<file path="config.mk">
export PLATFORM = sky130hd
export DESIGN_NAME = mem_rsp_demux_flat
export DESIGN_NICKNAME = d
export VERILOG_FILES = /design/src/rtl/riscv_pkg.sv /design/src/rtl/mem_rsp_demux_if.sv /design/src/rtl/tag_fifo.sv /design/src/rtl/mem_rsp_demux.sv /design/src/flat_wrapper.sv
export SDC_FILE = /design/constraint.sdc
export NUM_CORES = 1
export LEC_CHECK = 0
export CAP_MARGIN = 20
export CORE_MARGIN = 3
export CORE_UTILIZATION = 44
export DETAILED_ROUTE_END_ITERATION = 8
export PLACE_DENSITY = 0.9
export RECOVER_POWER = 25
export SETUP_SLACK_MARGIN = 0.2
export SYNTH_ARGS = -nofsm -noshare
export SYNTH_HDL_FRONTEND = slang
export SYNTH_SLANG_ARGS = --single-unit
</file>
<file path="constraint.sdc">
create_clock -name clk -period 2.3 [get_ports clk]
set_input_delay 0.46 -clock clk [delete_from_list [all_inputs] [get_ports clk]]
set_output_delay 0.46 -clock clk [all_outputs]
set_load 0.01 [all_outputs]
</file>
<file path="src/rtl/riscv_pkg.sv">
// Shared constants and types for the memory response demultiplexer.
//   XLEN      : response data width
//   NPORTS    : number of response consumers
//   PORT_W    : width of a consumer index (tag)
//   TAG_DEPTH : outstanding-request tag FIFO entries (power of 2)
//   CNT_W     : width of the outstanding-tag count, 0..TAG_DEPTH
//   stage_e   : output-stage FSM state
package riscv_pkg;

    localparam int unsigned XLEN      = 32;
    localparam int unsigned NPORTS    = 5;
    localparam int unsigned PORT_W    = 3;
    localparam int unsigned TAG_DEPTH = 4;
    localparam int unsigned CNT_W     = $clog2(TAG_DEPTH) + 1;

    typedef enum logic [0:0] {
        IDLE,
        HOLD
    } stage_e;

endpackage

</file>
<file path="src/rtl/mem_rsp_demux_if.sv">
// Handshake bundle between the request/response side and the consumers.
//   req_valid/req_port/req_ready/req_err : tag recording for issued requests
//   rsp_valid/rsp_data/rsp_ready         : in-order memory responses
//   out_valid/out_data/out_ready         : one-hot routed output to consumers
//   occupancy                            : number of outstanding tags
// Modports: slave = the demux, master = the side driving requests/responses.
interface mem_rsp_demux_if;
    import riscv_pkg::*;

    logic              req_valid;
    logic [PORT_W-1:0] req_port;
    logic              req_ready;
    logic              req_err;
    logic              rsp_valid;
    logic [XLEN-1:0]   rsp_data;
    logic              rsp_ready;
    logic [NPORTS-1:0] out_valid;
    logic [XLEN-1:0]   out_data;
    logic [NPORTS-1:0] out_ready;
    logic [CNT_W-1:0]  occupancy;

    modport slave (
        input  req_valid, req_port, rsp_valid, rsp_data, out_ready,
        output req_ready, req_err, rsp_ready, out_valid, out_data, occupancy
    );

    modport master (
        output req_valid, req_port, rsp_valid, rsp_data, out_ready,
        input  req_ready, req_err, rsp_ready, out_valid, out_data, occupancy
    );

endinterface

</file>
<file path="src/rtl/tag_fifo.sv">
// Outstanding-request tag FIFO.
//   clk, rst : clock, asynchronous active-high reset
//   push/din : write a tag (ignored when full)
//   pop/dout : remove the oldest tag (ignored when empty); dout shows the head
//   full, empty, count : status, count is 0..DEPTH
// Pointers carry one extra wrap bit so full and empty are distinguishable.
module tag_fifo #(
    parameter int unsigned DEPTH = 4,
    parameter int unsigned W     = 3
) (
    input  logic                    clk,
    input  logic                    rst,
    input  logic                    push,
    input  logic                    pop,
    input  logic [W-1:0]            din,
    output logic [W-1:0]            dout,
    output logic                    full,
    output logic                    empty,
    output logic [$clog2(DEPTH):0]  count
);

    localparam int unsigned AW = $clog2(DEPTH);

    logic [W-1:0] mem [DEPTH];
    logic [AW:0]  wptr;
    logic [AW:0]  rptr;

    assign full  = (wptr[AW] != rptr[AW]) && (wptr[AW-1:0] == rptr[AW-1:0]);
    assign empty = (wptr == rptr);
    assign count = wptr - rptr;
    assign dout  = mem[rptr[AW-1:0]];

    always_ff @(posedge clk or posedge rst) begin
        if (rst) begin
            wptr <= '0;
            rptr <= '0;
            for (int i = 0; i < DEPTH; i++) begin
                mem[i] <= '0;
            end
        end else begin
            if (push && !full) begin
                mem[wptr[AW-1:0]] <= din;
                wptr              <= wptr + 1'b1;
            end
            if (pop && !empty) begin
                rptr <= rptr + 1'b1;
            end
        end
    end

endmodule

</file>
<file path="src/rtl/mem_rsp_demux.sv">
// Routes in-order memory responses back to the consumer that issued each request.
//   clk, rst : clock, asynchronous active-high reset
//   bus      : mem_rsp_demux_if.slave
//     req_*  : each legal request records its consumer index as a tag
//     rsp_*  : each accepted response pops the oldest tag
//     out_*  : one-cycle-latency registered output stage, one-hot out_valid
//     occupancy : outstanding tags
module mem_rsp_demux #(
    parameter int unsigned NPORTS    = riscv_pkg::NPORTS,
    parameter int unsigned TAG_DEPTH = riscv_pkg::TAG_DEPTH
) (
    input  logic             clk,
    input  logic             rst,
    mem_rsp_demux_if.slave   bus
);
    import riscv_pkg::*;

    logic              alive_q;
    logic              err_q;
    stage_e            state_q;
    logic [NPORTS-1:0] ov_q;
    logic [XLEN-1:0]   od_q;

    logic              port_ok;
    logic              push;
    logic              pop;
    logic              drain;
    logic              fifo_full;
    logic              fifo_empty;
    logic [PORT_W-1:0] fifo_dout;
    logic [CNT_W-1:0]  fifo_count;

    assign port_ok = (bus.req_port <= PORT_W'(NPORTS - 1));

    // alive_q holds ready low while in reset and releases it on the first edge after.
    assign bus.req_ready = alive_q && !fifo_full;
    assign push          = bus.req_valid && bus.req_ready && port_ok;

    // Only the owning consumer's ready bit can drain the held response.
    assign drain         = (state_q == HOLD) && |(ov_q & bus.out_ready);
    assign bus.rsp_ready = !fifo_empty && ((state_q == IDLE) || drain);
    assign pop           = bus.rsp_valid && bus.rsp_ready;

    assign bus.req_err   = err_q;
    assign bus.out_valid = ov_q;
    assign bus.out_data  = od_q;
    assign bus.occupancy = fifo_count;

    tag_fifo #(
        .DEPTH (TAG_DEPTH),
        .W     (PORT_W)
    ) u_tags (
        .clk   (clk),
        .rst   (rst),
        .push  (push),
        .pop   (pop),
        .din   (bus.req_port),
        .dout  (fifo_dout),
        .full  (fifo_full),
        .empty (fifo_empty),
        .count (fifo_count)
    );

    always_ff @(posedge clk or posedge rst) begin
        if (rst) begin
            alive_q <= 1'b0;
            err_q   <= 1'b0;
        end else begin
            alive_q <= 1'b1;
            err_q   <= bus.req_valid && !port_ok;
        end
    end

    // Output stage: outputs are registered, so IDLE implies zero valid and data.
    always_ff @(posedge clk or posedge rst) begin
        if (rst) begin
            state_q <= IDLE;
            ov_q    <= '0;
            od_q    <= '0;
        end else begin
            case (state_q)
                IDLE: begin
                    if (pop) begin
                        ov_q    <= NPORTS'(1) << fifo_dout;
                        od_q    <= bus.rsp_data;
                        state_q <= HOLD;
                    end
                end
                HOLD: begin
                    if (drain) begin
                        if (pop) begin
                            ov_q <= NPORTS'(1) << fifo_dout;
                            od_q <= bus.rsp_data;
                        end else begin
                            ov_q    <= '0;
                            od_q    <= '0;
                            state_q <= IDLE;
                        end
                    end
                end
                default: begin
                    ov_q    <= '0;
                    od_q    <= '0;
                    state_q <= IDLE;
                end
            endcase
        end
    end

endmodule

</file>
<file path="src/flat_wrapper.sv">
// flat-port wrapper written by rule: the top's interface ports become plain ports
module mem_rsp_demux_flat import riscv_pkg::*;
#(
    parameter int unsigned NPORTS    = riscv_pkg::NPORTS,
    parameter int unsigned TAG_DEPTH = riscv_pkg::TAG_DEPTH
)
  (clk, rst, bus_req_valid, bus_req_port, bus_rsp_valid, bus_rsp_data, bus_out_ready, bus_req_ready, bus_req_err, bus_rsp_ready, bus_out_valid, bus_out_data, bus_occupancy);
  mem_rsp_demux_if bus_i ();
  input  logic clk;
  input  logic rst;
  input wire logic [$bits(bus_i.req_valid)-1:0] bus_req_valid;
  input wire logic [$bits(bus_i.req_port)-1:0] bus_req_port;
  input wire logic [$bits(bus_i.rsp_valid)-1:0] bus_rsp_valid;
  input wire logic [$bits(bus_i.rsp_data)-1:0] bus_rsp_data;
  input wire logic [$bits(bus_i.out_ready)-1:0] bus_out_ready;
  output wire logic [$bits(bus_i.req_ready)-1:0] bus_req_ready;
  output wire logic [$bits(bus_i.req_err)-1:0] bus_req_err;
  output wire logic [$bits(bus_i.rsp_ready)-1:0] bus_rsp_ready;
  output wire logic [$bits(bus_i.out_valid)-1:0] bus_out_valid;
  output wire logic [$bits(bus_i.out_data)-1:0] bus_out_data;
  output wire logic [$bits(bus_i.occupancy)-1:0] bus_occupancy;
  assign bus_i.req_valid = bus_req_valid;
  assign bus_i.req_port = bus_req_port;
  assign bus_i.rsp_valid = bus_rsp_valid;
  assign bus_i.rsp_data = bus_rsp_data;
  assign bus_i.out_ready = bus_out_ready;
  assign bus_req_ready = bus_i.req_ready;
  assign bus_req_err = bus_i.req_err;
  assign bus_rsp_ready = bus_i.rsp_ready;
  assign bus_out_valid = bus_i.out_valid;
  assign bus_out_data = bus_i.out_data;
  assign bus_occupancy = bus_i.occupancy;
  mem_rsp_demux #(.NPORTS(NPORTS), .TAG_DEPTH(TAG_DEPTH)) u_core (.clk(clk), .rst(rst), .bus(bus_i));
endmodule
</file>
After elaboration in Yosys (flattened, before gate mapping)
Index checks and enable logic that the tools add are counted.

Add/subtract/negate cells: 3. Eq/ne operators: 5. Multiply operators: 0. Bitwise gates (word level): 4. $lt $le $gt $ge: 4. Mux-type cells: 17. Div/mod/pow operators: 0. Shifts and indexed selects: 1. Reductions and logical operators: 17.

Operators with widths (number): 2-to-1 mux 32 bit (3); one-hot mux 32 bit (2 select lines) (1); 2-to-1 mux 5 bit (3); bitwise mux 12 bit (1); logical AND 1 bit (11); one-hot mux 5 bit (2 select lines) (1); 2-to-1 mux 3 bit (3); adder 3 x 1 -> 3 bit (second input constant) (2); binary-select mux 3 bit (select 2 bit) (1); demux 3 bit (select 2 bit) (1); >= comparator 3 bit (second input constant) (2); inverter 2 -> 3 bit (2); bitwise AND 5 bit (1); OR reduction 5 bit (1); left shift 1 x 3 -> 5 bit (first input constant) (1); inequality test 2 bit (second input constant) (2); equality test 3 bit (1); <= comparator 3 bit (second input constant) (1); logical NOT 1 bit (3); < comparator 3 x 1 -> 1 bit (second input constant) (1); subtractor 3 bit (1); equality test 2 bit (1); 2-to-1 mux 1 bit (2); one-hot mux 1 bit (2 select lines) (1); other kinds (4) (4).

Bits in latches: 0. Bits of input ports: 44. Register bits: 58. Memory bits (read-only): 0. Memory bits (writable): 0. Memories kept: 0.

Logic depth before layout (Yosys ltp)
Gate-level depths: netlist of the first run.

Depth after elaboration: 9. Depth in mapped cells: 7.

Modules after synthesis
From an unflattened synthesis of the first run, not the netlist that was laid out.

Cells, all modules: 290. Area total of the unflattened synthesis: 3225.6 µm².

Modules (own cells, without submodules): mem_rsp_demux (seq. area each 1001.0 µm², times used 1, cells an instance 215, area each 2260.9 µm²); tag_fifo (seq. area each 450.4 µm², times used 1, cells an instance 75, area each 964.7 µm²).

Least setup slack after synthesis of the first run
No wires, ideal clock.

Kind: flip-flop to flip-flop. From: register u_core.u_tags.rptr[1]. To: register u_core.u_tags.mem[0] in the netlist's numbering. Arrival time: 1.665 ns. Stages on the path, launching flop included: 7. Data required time: 2.172 ns. Buffers on the path: 0. Period minus slack after synthesis: 1.792 ns. Path slack: 0.508 ns. Setup time: 0.128 ns. Path through: dfrtp_1 -> inv_1 -> ha_1 -> nand2_1 -> o2111a_4 -> nand2_2 -> mux2_1.

Cells in the longest elaborated chain, start to end: 7.

Ends and longest elaborated chain: start, declared (line tag_fifo.sv:26) `logic [AW:0] rptr;`; start signal, assigned (line tag_fifo.sv:46) `rptr <= rptr + 1'b1;`; equality test 2 bit (*) (line tag_fifo.sv:28) `assign full = (wptr[AW] != rptr[AW]) && (wptr[AW-1:0] == rptr[AW-1:0]);`; logical AND 1 bit (*) (line tag_fifo.sv:28); logical NOT 1 bit (*) (line tag_fifo.sv:41, mem_rsp_demux.sv:36); logical AND 1 bit (line mem_rsp_demux.sv:36) `assign bus.req_ready = alive_q && !fifo_full;`; logical AND 1 bit (2 in a row) (line mem_rsp_demux.sv:37) `assign push = bus.req_valid && bus.req_ready && port_ok;`; logical AND 1 bit (*) (line tag_fifo.sv:41) `if (push && !full) begin`; end signal, assigned by index (line tag_fifo.sv:42) `mem[wptr[AW-1:0]] <= din;`; end, declared (line tag_fifo.sv:24) `logic [W-1:0] mem [DEPTH];`.

Every way passes the cells marked *; elsewhere a longest branch is shown, timed or not. A chain may end at the register's enable or synchronous reset.

Final worst setup path of the first run
From: register u_core.ov_q[2], in the netlist u_core.bus.out_valid[2]. To: output bus_rsp_ready.

Cells in the longest elaborated chain, start to end: 5.

Ends and longest elaborated chain: start, declared (line mem_rsp_demux.sv:21) `logic [NPORTS-1:0] ov_q;`; start signal, assigned (line mem_rsp_demux.sv:84) `ov_q <= NPORTS'(1) << fifo_dout;`; start signal, assigned (line mem_rsp_demux.sv:92) `ov_q <= NPORTS'(1) << fifo_dout;`; bitwise AND 5 bit (line mem_rsp_demux.sv:40) `assign drain = (state_q == HOLD) && |(ov_q & bus.out_ready);`; OR reduction 5 bit (line mem_rsp_demux.sv:40); logical AND 1 bit (line mem_rsp_demux.sv:40); logical OR 1 bit (line mem_rsp_demux.sv:41) `assign bus.rsp_ready = !fifo_empty && ((state_q == IDLE) || drain);`; logical AND 1 bit (line mem_rsp_demux.sv:41); end, declared (line flat_wrapper.sv:18) `output wire logic [$bits(bus_i.rsp_ready)-1:0] bus_rsp_ready;`.

No other way between the ends.

==> results.md, run 1 <==
- Layout Area Growth over Synthesis: 53.7%
- Final Cycle Share: 0.913
- Tightest Hold Check Type: flip-flop to flip-flop
- Length in cells of the worst reg-to-reg path: 5
- Diodes inserted: 0
- Min setup slack post-route: 0.200 ns
- Prevailing post-synth register cell: dfrtp_1
- Ratio of routed vias to standard cells: between 5 and 6
- Final design area excluding fillers: 0.00375 mm2
- Number of hold buffers added after cts: 0
- Post-synthesis cell type count: 32
- Final core utilization: 0.717
- Die width: roughly 81 um
- Maximum number of pins on one net before global-route repair: 35
- Max-cap violation count: 0
- Highest clock rate: about 0.48 GHz
- Clock-pin slew reported for the worst setup and hold paths after clock tree synthesis: approximately 0.070 ns
- Number of cells produced by synthesis: roughly 170
- R2R Path End: u_core.bus.out_valid[4]
- Required time at the worst-slack endpoint: between 1.5 and 2 ns
- DP HPWL: 4470 um
- Top fanout value on the critical path: 3
- Global-route wire length before repair: just over 10000 um
- Height of the die: between 80 and 90 um
- Combined area of all synthesized cells: roughly 0.0024 mm2
- Number of setup violations in the final report: 0
- Max-slew violations: 0
- Crit Reg-Reg Startpoint: u_core.u_tags.wptr[1]
- CTS tree: done
- Bufs on Longest Clock Path: 2
- Post-synthesis register bit count: 58
- Worst Setup Path Type: flip-flop to output pin
- Avg Synthesized Cell Area: 14.6 um2
- Placed Area: between 0.003 and 0.004 mm2
- R2R Setup Slk: 0.26 ns
- H-tree lvl count: 3
- Leakage Power: between 1.5 and 2 nW
- Tightest Pin Transition: roughly 0.90 ns
- Min Tclk post-route: 2.10 ns
- Io pins: 87
- Unrepaired setup endpoints after global routing: true
- Pwr dens: ~1400 mW/mm2
- Top cell type's share of synthesized area: 0.594
- Source of the critical timing path: u_core.bus.out_valid[2]
- Die Outline Area: 0.00648 mm2
- CTS Buf Count: 9
- Maximum clock skew at final layout: between 0.008 and 0.009 ns
- Antenna violations before repair: 0
- Max rail drop VDD: approximately 0.74 mV
- Core ar.: approximately 0.0052 mm2
- Sequential cell area fraction in the yosys report: 0.594
- Total Nets Final: between 300 and 400
- Relative max-transition margin: 0.396
- Top area cells in the synthesized netlist: dfrtp_1, a22o_1, mux2_1
- Startpoint of the tightest hold check path: u_core.u_tags.mem[11]
- Dpl ws: -0.282 ns
- GP Congestion: just over 0.8
- FP Rows: 26
- Cell taking the most area after synthesis: dfrtp_1
- Mean routed wirelength per cell: roughly 19 um
- Critical Path End: bus_rsp_ready
- Root buffer selected by CTS: clkbuf_8
- Net count of the mapped netlist: 219
- Crit start category: flip-flop
- Crit. End Element: output pin
- Via count of the first global-routing pass: about 2000
- # port buffers: between 80 and 90
- Commonest cells in the netlist: dfrtp_1, a22o_1, mux2_1
- Global-route usage over all layers: 0.218
- Most instantiated library cell after synthesis: dfrtp_1
- Outcome: finished, final reports clean
- Share of layout cells above drive strength 1: 0.206
- Routed vias: ~1900
- Total Wirelength: 6530 um
- Data arrival time at the worst-slack endpoint: roughly 1.6 ns
- Detailed Routing Iterations Pass 1: 4
- Number of inserted filler cells in the final layout: 348
- Final count of hold timing violations: 0
- Initial Util: 0.466
- Count of routing violations after the opening detailed-route iteration: 62
- Number of flops mapped to enable cells by yosys: 0
- Synthesis Warnings: 0
- CTS Sinks: between 50 and 60
- Overflow left after global routing: 0
- DRC errors left: 0
- Share of synthesized flip-flops with an asynchronous set or reset: 1.00
- Clock network latency to the later pin of the worst-skew pair: 0.33 ns
- Final antenna-violating net count: 0
[registers in the layout, summed over array words and instances, names as in the netlist]
signal and count:
u_core.bus.out_valid 5, u_core.state_q 1, u_core.bus.out_data 32, u_core.u_tags.wptr 3, u_core.bus.req_err 1, u_core.alive_q 1
u_core.u_tags.rptr 3, u_core.u_tags.mem 12
[critical path, stage by stage, from the launching register on]
cell,delay (ns)
dfrtp_1,0.39
a222oi_1,0.36
buf_4,0.18
and3_4,0.17
a31oi_1,0.04
buf_2,0.15
[where the power goes]
part | switching [mW] | internal [mW]
registers | 0.252 | 1.41
logic | 1.22 | 1.42
clock network | 0.383 | 0.643
[worst min path at each step]
stage                                 end  slack (ns)  cells past startpoint
global placement    u_core.u_tags.mem[10]        0.47                      1
floorplan            u_core.u_tags.mem[5]        0.46                      1
global route         u_core.u_tags.mem[5]        0.52                      1
finish              u_core.u_tags.mem[11]        0.49                      1
detailed placement  u_core.u_tags.mem[10]        0.48                      1
CTS                  u_core.u_tags.mem[5]        0.50                      1
[what timing repair did]
action | 4_1_cts | 5_1_grt
endpoints found under the setup margin | 40 | 22
pin swaps | 2 | 1
cloned | 1 | 0
buffers inserted | 4 | 3
gates resized for setup | 21 | 6
[through the flow]
step | cells | hold slack, ns | TNS, ns | total power, mW
floorplan | 167 | 0.459 | 0 | 3.05
global placement | 329 | 0.469 | -5.20 | 4.09
detailed placement | 329 | 0.480 | -6.97 | 4.19
CTS | 349 | 0.495 | 0 | 5.30
global route | 352 | 0.515 | 0 | 5.65
finish | 352 | 0.494 | 0 | 5.32
[layer usage]
layer | GRT usage | vias up | wire [um]
li1 | - | 844 | -
met1 | 0.264 | 954 | 2600
met2 | 0.370 | 57 | 3530
met3 | 0.0482 | 11 | 295
met4 | 0.0963 | 0 | 113
met5 | 0 | - | 0
[cells by family after synthesis]
| logic type | count (synthesis) | share of synthesized area |
|---|---|---|
| adders and majority gates | 8 | 0.0441 |
| AOI/OAI and AO/OA | 48 | 0.174 |
| buffers and inverters | 15 | 0.0384 |
| and+or+nand+nor | 15 | 0.0364 |
| other | 1 | 0.00154 |
| DFF | 58 | 0.594 |
| xor gates and xnor gates | 7 | 0.0282 |
| muxes | 15 | 0.0830 |
[area by class of cell]
cell class	count	area, um2	area share
multi-input cells	95	942	0.251
well taps	70	87.6	0.0233
inverters	9	33.8	0.00900
clock inverters	1	30.0	0.00800
repair buffers	105	1020	0.271
clock buffers	14	193	0.0513
flip-flops and latches	58	1450	0.387
[cell usage in the layout (no fill, tap or decap), types with 3 or more instances in the layout]
cell type / Yosys / routed
clkdlybuf4s50_1: 0 / 76
dfrtp_1: 58 / 58
a22o_1: 33 / 33
buf_4: 1 / 16
clkbuf_8: 0 / 14
mux2_1: 12 / 12
inv_1: 9 / 7
nand2_2: 4 / 5
ha_1: 7 / 5
a32o_1: 4 / 4
xnor2_1: 4 / 4
o21ai_1: 3 / 3
mux4_2: 3 / 3
nand3_1: 3 / 3
buf_2: 0 / 3
Power figures use the tool's default switching activity.
==> run 2: changes to the inputs <==
--- a/config.mk
+++ b/config.mk
@@ -7,9 +7,9 @@
 export LEC_CHECK = 0
 export CAP_MARGIN = 20
 export CORE_MARGIN = 3
-export CORE_UTILIZATION = 44
+export CORE_UTILIZATION = 37
 export DETAILED_ROUTE_END_ITERATION = 8
-export PLACE_DENSITY = 0.9
+export PLACE_DENSITY = 0.79
 export RECOVER_POWER = 25
 export SETUP_SLACK_MARGIN = 0.2
 export SYNTH_ARGS = -nofsm -noshare
==> run 2 against run 1 <==
Hold slack got worse by 0.00095 ns. Largest power group unchanged. Clock power increased by 11%. Largest cell class unchanged. Flip-flop and latch count unchanged. Routed wire length decreased by 2.9%. Setup slack got worse by 0.044 ns. Non-clock buffer count increased by 3.
==> results.md, run 2 (same netlist as run 1, synthesis figures left out) <==
- Outcome: finished, final reports clean (unchanged)
- Number of setup violations in the final report: 0 (unchanged)
- Crit start category: flip-flop (unchanged)
- Mean routed wirelength per cell: 17.6 um (was 18.6 um)
- Detailed Routing Iterations Pass 1: 5 (was 4)
- Total Nets Final: 333 (was 330)
- Final Cycle Share: 0.932 (was 0.913)
- Leakage Power: 1.72 nW (was 1.69 nW)
- Tightest Pin Transition: 0.726 ns (was 0.904 ns)
- Total power of the final layout: 5.38 mW (was 5.32 mW)
- Min Tclk post-route: 2.14 ns (was 2.10 ns)
- Final count of hold timing violations: 0 (unchanged)
- Core ar.: 0.00617 mm2 (was 0.00524 mm2)
- Max-slew violations: 0 (unchanged)
- GP Congestion: 0.770 (was 0.816)
- Max rail drop VDD: 0.974 mV (was 0.741 mV)
- Unrepaired setup endpoints after global routing: true (unchanged)
- CTS Buf Count: 9 (unchanged)
- Most common cell after layout, fill and taps aside: clkdlybuf4s50_1 (unchanged)
- Final antenna-violating net count: 0 (unchanged)
- Top library cells by usage in the layout, fill and taps aside: clkdlybuf4s50_1, dfrtp_1, a22o_1, buf_4, mux2_1 (was clkdlybuf4s50_1, dfrtp_1, a22o_1, buf_4, clkbuf_8)
- CTS tree: done (unchanged)
- CTS Sinks: 58 (unchanged)
- Clock network latency to the later pin of the worst-skew pair: 0.33 ns (about the same)
- Ratio of routed vias to standard cells: 5.09 (was 5.30)
- Final design area excluding fillers: 0.00379 mm2 (was 0.00375 mm2)
- Die Outline Area: 0.00761 mm2 (was 0.00648 mm2)
- Global-route usage over all layers: 0.175 (was 0.218)
- Max-cap violation count: 0 (unchanged)
- Count of routing violations after the opening detailed-route iteration: 79 (was 62)
- Overflow left after global routing: 0 (unchanged)
- FP Rows: 28 (was 26)
- H-tree lvl count: 3 (unchanged)
- Global-route wire length before repair: 9930 um (was 10300 um)
- Maximum clock skew at final layout: 0.00674 ns (was 0.00851 ns)
- Height of the die: 87.2 um (was 80.5 um)
- Antenna violations before repair: 0 (unchanged)
- DRC errors left: 0 (unchanged)
- Tightest Hold Check Type: flip-flop to flip-flop (unchanged)
- Max FFs per register: 32 (unchanged)
- Top fanout value on the critical path: 2 (was 3)
- Pwr dens: 1420 mW/mm2 (about the same)
- Crit. End Element: output pin (unchanged)
- Bufs on Longest Clock Path: 2 (unchanged)
- # port buffers: 86 (unchanged)
- Highest clock rate: 0.466 GHz (was 0.476 GHz)
- Routed vias: 1838 (was 1866)
- Share of layout cells above drive strength 1: 0.220 (was 0.206)
- Die width: 87.2 um (was 80.5 um)
- Io pins: 87 (unchanged)
- Layout Area Growth over Synthesis: 55.1% (was 53.7%)
- Placed Area: 0.00346 mm2 (about the same)
- Relative max-transition margin: 0.516 (was 0.396)
- Worst Setup Path Type: flip-flop to output pin (unchanged)
- Diodes inserted: 0 (unchanged)
- Hold slack final: 0.493 ns (was 0.494 ns)
- Root buffer selected by CTS: clkbuf_8 (unchanged)
- DP HPWL: 4290 um (was 4470 um)
- Required time at the worst-slack endpoint: 1.84 ns (about the same)
- Total Wirelength: 6340 um (was 6530 um)
- Maximum number of pins on one net before global-route repair: 38 (was 35)
- Via count of the first global-routing pass: 1984 (was 2045)
- Initial Util: 0.396 (was 0.466)
- Clock-pin slew reported for the worst setup and hold paths after clock tree synthesis: 0.07 ns (about the same)
- Data arrival time at the worst-slack endpoint: 1.68 ns (was 1.64 ns)
[run 2: cell types whose count changed in the layout (fill, tap and decap cells not counted), sizes merged, moves of 2 or more]
cell	before	now
clkbuf	15	10
bufinv	1	3
buf	21	25
clkinv	0	2
[run 2: what timing repair did]
action	CTS	global route
gates cloned	1	0
hold buffers	0	0
endpoints found under the setup margin	40	13
setup buffers	6	1
pin swaps	2	1
resized for setup	20	9
[run 2: metrics by stage]
step | worst slack (ns) | cells | utilization | setup TNS [ns]
floorplan | 0.412 | 167 | - | 0
global placement | -0.247 | 337 | 0.561 | -5.19
CTS | 0.00750 | 360 | 0.610 | 0
detailed placement | -0.287 | 337 | 0.561 | -7.32
global route | 0.0616 | 361 | 0.614 | 0
finish | 0.156 | 361 | 0.614 | 0
[run 2: metal layers]
metal	routed length [um]	GRT usage	part of all wire	up-vias
li1	-	-	-	852
met1	2670	0.233	0.42	917
met2	3190	0.271	0.50	63
met3	399	0.0435	0.063	6
met4	85	0.0753	0.013	0
met5	0	0	0	-
[run 2: final timing paths]
path	depth (start not counted)	to	start	slack, ns
min in group asynchronous	3	u_core.u_tags.mem[5]	rst	0.66
worst max register to register	6	u_core.u_tags.mem[2]	u_core.u_tags.wptr[1]	0.44
worst max-delay path	5	bus_rsp_ready	u_core.bus.out_valid[2]	0.16
max in group asynchronous	3	u_core.bus.out_data[9]	rst	1.04
worst min-delay path	1	u_core.u_tags.mem[1]	u_core.u_tags.mem[1]	0.49
worst min register to register	1	u_core.u_tags.mem[1]	u_core.u_tags.mem[1]	0.49
[run 2: critical path: stages, from the launching register on]
cell and delay, ns:
dfrtp_1 0.39, a222oi_1 0.38, buf_4 0.20, and3_4 0.19, a31oi_2 0.04, buf_2 0.16
[run 2: report_power, final]
group | internal (mW) | switching [mW] | total (mW)
combinational | 1.37 | 1.23 | 2.60
sequential | 1.41 | 0.239 | 1.65
clock | 0.719 | 0.416 | 1.14
total | 3.50 | 1.88 | 5.38
[run 2: area by class of cell]
type | count | area [um2]
Tap cell | 75 | 93.8
Timing Repair Buffer | 108 | 1020
Inverter | 9 | 33.8
Multi-Input combinational cell | 95 | 945
Fill cell | 501 | 2380
Sequential cell | 58 | 1450
Clock buffer | 9 | 124
Clock inverter | 7 | 116
